<file path="config.mk">
export PLATFORM = sky130hd
export DESIGN_NAME = buck_softstart_sequencer
export DESIGN_NICKNAME = d
export VERILOG_FILES = /design/src/rtl/buck_softstart_sequencer.sv
export SDC_FILE = /design/constraint.sdc
export NUM_CORES = 1
export LEC_CHECK = 0
export ABC_AREA = 1
export CORE_MARGIN = 2
export CORE_UTILIZATION = 50
export CTS_BUF_LIST = sky130_fd_sc_hd__clkbuf_4
export DETAILED_ROUTE_END_ITERATION = 10
export HOLD_SLACK_MARGIN = 0.06
export PLACE_DENSITY = 0.8
export SLEW_MARGIN = 5
export SYNTH_ARGS = -nofsm -noshare
export SYNTH_HDL_FRONTEND = slang
export SYNTH_SLANG_ARGS = --single-unit
</file>
<file path="constraint.sdc">
create_clock -name clk -period 3.26 [get_ports clk]
set_input_delay 0.652 -clock clk [delete_from_list [all_inputs] [get_ports clk]]
set_output_delay 0.652 -clock clk [all_outputs]
set_load 0.05 [all_outputs]
</file>
<file path="src/rtl/buck_softstart_sequencer.sv">
// Soft-start sequencer for the buck voltage loop: ramps the PID setpoint, paces the ADC, qualifies power-good and latches OV faults.
// Optional macro SEQ_UV_FAULT_EN adds an under-voltage trip while regulating with power-good asserted.
module buck_softstart_sequencer #(
  parameter int unsigned           DATA_WIDTH = 12,
  parameter logic [DATA_WIDTH-1:0] TARGET     = 12'd2048,
  parameter logic [DATA_WIDTH-1:0] RAMP_STEP  = 12'd8,
  parameter logic [15:0]           RAMP_DIV   = 16'd1000,
  parameter logic [15:0]           SAMPLE_DIV = 16'd100,
  parameter logic [DATA_WIDTH-1:0] OV_LIMIT   = 12'd2600,
  parameter logic [DATA_WIDTH-1:0] PG_WINDOW  = 12'd64,
  parameter logic [7:0]            PG_COUNT   = 8'd16,
  parameter logic [15:0]           FAULT_HOLD = 16'd50000,
  parameter logic [DATA_WIDTH-1:0] UV_LIMIT   = 12'd1800
) (
  input  logic                  clk,
  input  logic                  rst,
  input  logic                  enable,
  input  logic                  fault_clear,
  input  logic [DATA_WIDTH-1:0] adc_data,
  input  logic                  adc_valid,
  output logic                  adc_start,
  output logic [DATA_WIDTH-1:0] setpoint,
  output logic                  pid_enable,
  output logic                  pwm_enable,
  output logic                  power_good,
  output logic                  fault,
  output logic [1:0]            state
);

  typedef enum logic [1:0] {
    IDLE     = 2'd0,
    RAMP     = 2'd1,
    REGULATE = 2'd2,
    FAULT    = 2'd3
  } state_t;

  state_t                cur, nxt;
  logic [15:0]           samp_cnt;
  logic [15:0]           ramp_cnt, ramp_cnt_n;
  logic [15:0]           hold_cnt, hold_cnt_n;
  logic [7:0]            pg_cnt, pg_cnt_n;
  logic [DATA_WIDTH-1:0] setpoint_n;
  logic [DATA_WIDTH:0]   ramp_sum;
  logic [DATA_WIDTH-1:0] abs_err;
  logic                  in_band, ov_trip, uv_trip, hold_expired, ramp_tick;

  assign abs_err      = (adc_data >= TARGET) ? (adc_data - TARGET) : (TARGET - adc_data);
  assign in_band      = (abs_err <= PG_WINDOW);
  assign ov_trip      = adc_valid && (adc_data > OV_LIMIT);
  assign hold_expired = (hold_cnt == FAULT_HOLD - 16'd1);
  assign ramp_tick    = (ramp_cnt == RAMP_DIV - 16'd1);
  // Extra headroom bit keeps the ramp from wrapping past full scale before clamping.
  assign ramp_sum     = {1'b0, setpoint} + {1'b0, RAMP_STEP};

`ifdef SEQ_UV_FAULT_EN
  assign uv_trip = (cur == REGULATE) && power_good && adc_valid && (adc_data < UV_LIMIT);
`else
  logic unused_uv_limit;
  assign unused_uv_limit = ^UV_LIMIT;
  assign uv_trip = 1'b0;
`endif

  always_comb begin
    nxt        = cur;
    ramp_cnt_n = ramp_cnt;
    pg_cnt_n   = pg_cnt;
    setpoint_n = setpoint;
    hold_cnt_n = '0;
    case (cur)
      IDLE: begin
        ramp_cnt_n = '0;
        pg_cnt_n   = '0;
        setpoint_n = '0;
        if (enable) nxt = RAMP;
      end
      RAMP: begin
        ramp_cnt_n = ramp_tick ? 16'd0 : ramp_cnt + 16'd1;
        if (ramp_tick)
          setpoint_n = (ramp_sum > {1'b0, TARGET}) ? TARGET : ramp_sum[DATA_WIDTH-1:0];
        if (ov_trip)                nxt = FAULT;
        else if (!enable)           nxt = IDLE;
        else if (setpoint == TARGET) nxt = REGULATE;
      end
      REGULATE: begin
        setpoint_n = TARGET;
        if (adc_valid) begin
          if (!in_band)                pg_cnt_n = '0;
          else if (pg_cnt != PG_COUNT) pg_cnt_n = pg_cnt + 8'd1;
        end
        if (ov_trip || uv_trip) nxt = FAULT;
        else if (!enable)       nxt = IDLE;
      end
      FAULT: begin
        hold_cnt_n = hold_expired ? hold_cnt : hold_cnt + 16'd1;
        if (hold_expired && fault_clear) nxt = IDLE;
      end
    endcase
    // Shutdown and fault entry drop the setpoint and qualification on the same edge.
    if (nxt == IDLE || nxt == FAULT) begin
      setpoint_n = '0;
      pg_cnt_n   = '0;
      ramp_cnt_n = '0;
    end
  end

  always_ff @(posedge clk) begin
    if (rst) begin
      cur        <= IDLE;
      samp_cnt   <= '0;
      ramp_cnt   <= '0;
      hold_cnt   <= '0;
      pg_cnt     <= '0;
      adc_start  <= 1'b0;
      setpoint   <= '0;
      pid_enable <= 1'b0;
      pwm_enable <= 1'b0;
      power_good <= 1'b0;
      fault      <= 1'b0;
    end else begin
      cur        <= nxt;
      samp_cnt   <= (samp_cnt == SAMPLE_DIV - 16'd1) ? 16'd0 : samp_cnt + 16'd1;
      adc_start  <= (samp_cnt == SAMPLE_DIV - 16'd2);
      ramp_cnt   <= ramp_cnt_n;
      hold_cnt   <= hold_cnt_n;
      pg_cnt     <= pg_cnt_n;
      setpoint   <= setpoint_n;
      pid_enable <= (nxt == RAMP) || (nxt == REGULATE);
      pwm_enable <= (nxt == RAMP) || (nxt == REGULATE);
      power_good <= (nxt == REGULATE) && (pg_cnt_n == PG_COUNT);
      fault      <= (nxt == FAULT);
    end
  end

  assign state = cur;

endmodule

</file>
==> flow_summary.toml <==
[floorplan]
die_outline_area_um2 = 9350
start_util_pct = 52.0
number_of_top_level_pins = 36
floorplan.rows = 33
placeableCoreArea_um2 = 8260
die_w_um = 96.7
die_y_um = 96.7

[synthesis]
synth_area_um2 = 4290
synth_enable_flop_cells = 0
synth_cell_types = 44
yosys_warnings = 0
synth-seq-area-share_pct = 33.1
yosys_register_bits = 71
share_of_synthesized_registers_carrying_an_async_set_or_reset_pct = 0
synth_cells = 642
synth_area_per_cell_um2 = 6.69
yosys_most_used_dff = "sky130_fd_sc_hd__dfxtp_1"

[global_routing]
grt_pass1_wl_mm = 15.9
grt_antenna_before_repair = 0
grt-ovfl-total = 0
groute.usage.overall_pct = 19.7
grt_start_max_net_pins = 16
via_count_of_the_first_global_routing_pass = 3767

[route]
drt_pass1_iterations = 5
postRouteWirelength_mm = 9.16
via_count = 4095
route.detailed.vias_per_inst = 5.20
antenna_violating_nets_post_route = 0
mean_routed_wirelength_per_cell_um = 11.6
initialDrtViolationCount = 226
detail_route.drc_violations = 0

[power_and_ir_drop]
net-switching-power_uw = 994
pwr-share-seq_pct = 41.6
power_per_cell_area_nw_per_um2 = 477
pwr-share-comb_pct = 37.5
power_report.internal_total_mw = 1.31
sw_frac_of_total_pct = 43.2
static-leakage-power_nw = 1.74
clkPwrFrac_pct = 20.8
peakVddDrop_mv = 0.334

[clocking]
cts_htree_levels = 3
library_cell_used_as_clock_root_buffer = "sky130_fd_sc_hd__clkbuf_4"
cts_tree = "built"
clkTransAtPathRegs_ns = 0.13
worst_skew_pair.late_latency_ns = 0.43
ctsHoldBuffers = 0
clkSinkCount = 71
max-clock-path-buffers = 2
numCtsBuffers = 9
postCtsSetupRepairBufs = 0
cts_repair_resize_count = 0

[setup_path]
critical_path.slowest_cell = "sky130_fd_sc_hd__dfxtp_1"
critical_path.max_fanout = 8
critPathMaxStageDelay_ns = 0.55
timing.reg2reg.setup_slack_ns = 0.61
number_of_buffers_and_inverters_on_the_critical_path = 3
path_cells = "inv_1 > ha_1 > inv_1 > nand2_1 > nand3_1 > nand2_1 > nand2_1 > nand3_1 > nand2_1 > inv_1 > ha_1 > nand2_1 > a21oi_2 > nand2_1 > nor3_1"
cpMostUsedCell = "sky130_fd_sc_hd__nand2_1"
setup.worst_path.start_class = "register"
timing.critical_path.to_type = "register"
critical_path_arrival_ns = 2.97
crit_family = "simple AND/OR/NAND/NOR gates"
timing.critical_path.required_ns = 3.58
path_class = "reg2reg"

[sta]
clock_skew_ns = 0.0225
worst_slew_margin_rel_pct = 61.1
setup_total_negative_slack_ns = 0
fin_crit_ns = 2.65
drv_slew = 0
finalSetupViolCount = 0
max_slew.worst_pin.slew_ns = 0.582
final_min_period_over_clock_period_pct = 81.4
hold_viol = 0
fmax_ghz = 0.377
setup_repair_after_global_routing_missed_its_margin = "no"

[cells_and_area]
layout-drive-gt1-share_pct = 11.0
layout.cells.non_filler = 787
area_of_the_multi_input_gates_um2 = 2480
num-nets-final = 708
mostFrequentLayoutCells = "149 x sky130_fd_sc_hd__nand2_1, 80 x sky130_fd_sc_hd__inv_1, 74 x sky130_fd_sc_hd__nor2_1"
insertedDiodeCount = 0
ff_latch_area_um2 = 1420
area_delta_synth_final_pct = 12.2
filler_cell_count = 802
layout.cells.most_common = "sky130_fd_sc_hd__nand2_1"

[run_status]
status = "finished, final reports clean"

[placed_design]
detailed_place_hpwl_mm = 7.01
port_buffers = 32
place_congestion = 0.879
placed_cell_count = 771

[hold_path]
timing.hold.worst.class = "reg2reg"

[job]
cap_viol_max_count = 0
## cells in the mapped netlist (4+ instances only)
master | count | area share, %
sky130_fd_sc_hd__a21oi_1 | 45 | 5.2
sky130_fd_sc_hd__a21oi_2 | 9 | 1.8
sky130_fd_sc_hd__buf_4 | 6 | 1.0
sky130_fd_sc_hd__clkbuf_1 | 5 | 0.44
sky130_fd_sc_hd__dfxtp_1 | 71 | 33
sky130_fd_sc_hd__ha_1 | 14 | 4.1
sky130_fd_sc_hd__inv_1 | 80 | 7.0
sky130_fd_sc_hd__inv_2 | 5 | 0.44
sky130_fd_sc_hd__nand2_1 | 149 | 13
sky130_fd_sc_hd__nand2_2 | 8 | 1.2
sky130_fd_sc_hd__nand3_1 | 49 | 5.7
sky130_fd_sc_hd__nand3_2 | 7 | 1.6
sky130_fd_sc_hd__nand4_1 | 12 | 1.7
sky130_fd_sc_hd__nor2_1 | 74 | 6.5
sky130_fd_sc_hd__nor2_2 | 13 | 1.9
sky130_fd_sc_hd__nor2_4 | 4 | 1.0
sky130_fd_sc_hd__nor3_1 | 20 | 2.3
sky130_fd_sc_hd__nor3_2 | 4 | 0.93
sky130_fd_sc_hd__o21ai_0 | 16 | 1.9
sky130_fd_sc_hd__o21ai_1 | 9 | 1.0
sky130_fd_sc_hd__xor2_1 | 6 | 1.2
## final timing paths
| path | cells past startpoint | from | endpoint |
|---|---|---|---|
| worst min-delay path | 1 | samp_cnt[0]$_SDFF_PP0_ | samp_cnt[0]$_SDFF_PP0_ |
| worst max register to register | 15 | state[0]$_SDFF_PP0_ | power_good$_SDFF_PP0_ |
| worst max-delay path | 15 | state[0]$_SDFF_PP0_ | power_good$_SDFF_PP0_ |
| worst min register to register | 1 | samp_cnt[0]$_SDFF_PP0_ | samp_cnt[0]$_SDFF_PP0_ |
## power groups by stage
stage / sequential, mW / clock (mW) / combinational (mW)
2_1_floorplan: 1.04 / 0 / 0.541
3_3_place_gp: 0.974 / 0 / 0.838
3_5_place_dp: 0.977 / 0 / 0.859
4_1_cts: 0.956 / 0.496 / 0.860
5_1_grt: 0.965 / 0.530 / 0.953
6_report: 0.958 / 0.479 / 0.863
## final cells by class
cell class	count	area share, %
multi-input combinational	473	51.4
sequential	71	29.5
timing repair buffer	36	7.27
inverter	86	6.70
tap	105	2.73
clock buffer	9	1.40
clock inverter	7	0.987
## per-layer routing
metal / share of wire (%) / GRT usage [%] / vias up
li1: - / - / 2137
met1: 45 / 24.2 / 1862
met2: 50 / 34.6 / 89
met3: 4.1 / 4.48 / 7
met4: 0.83 / 5.20 / 0
met5: 0 / 0 / -
## metrics by stage
| stage | setup slack [ns] | hold slack, ns | util (%) | area (µm²) | power (mW) |
|---|---|---|---|---|---|
| after floorplan | 0.502 | 0.440 | - | 4300 | 1.58 |
| after global placement | 0.375 | 0.452 | 57.0 | 4700 | 1.81 |
| after detailed placement | 0.287 | 0.469 | 57.0 | 4700 | 1.84 |
| after CTS | 0.619 | 0.495 | 58.4 | 4820 | 2.31 |
| after global routing | 0.341 | 0.516 | 58.4 | 4820 | 2.45 |
| final | 0.608 | 0.489 | 58.4 | 4820 | 2.30 |
## flip-flops by register name, summed over array words and instances, names as in the netlist
signal and count:
setpoint 9, adc_start 1, hold_cnt 16, pg_cnt 8, ramp_cnt 16, state 2, pwm_enable 1, fault 1
samp_cnt 16, power_good 1
## cell families (layout without fill, tap and decap cells)
kind of cell / count (synthesis) / in the layout / synth area share [%]
compound gates: 89 / 89 / 11.7
xor+xnor: 8 / 8 / 1.63
fa+ha+maj: 14 / 14 / 4.08
buf+inv: 100 / 138 / 9.35
flops: 71 / 71 / 33.1
other cells: 1 / 3 / 0.0873
simple gates: 359 / 359 / 40.0
Power figures use the tool's default switching activity.
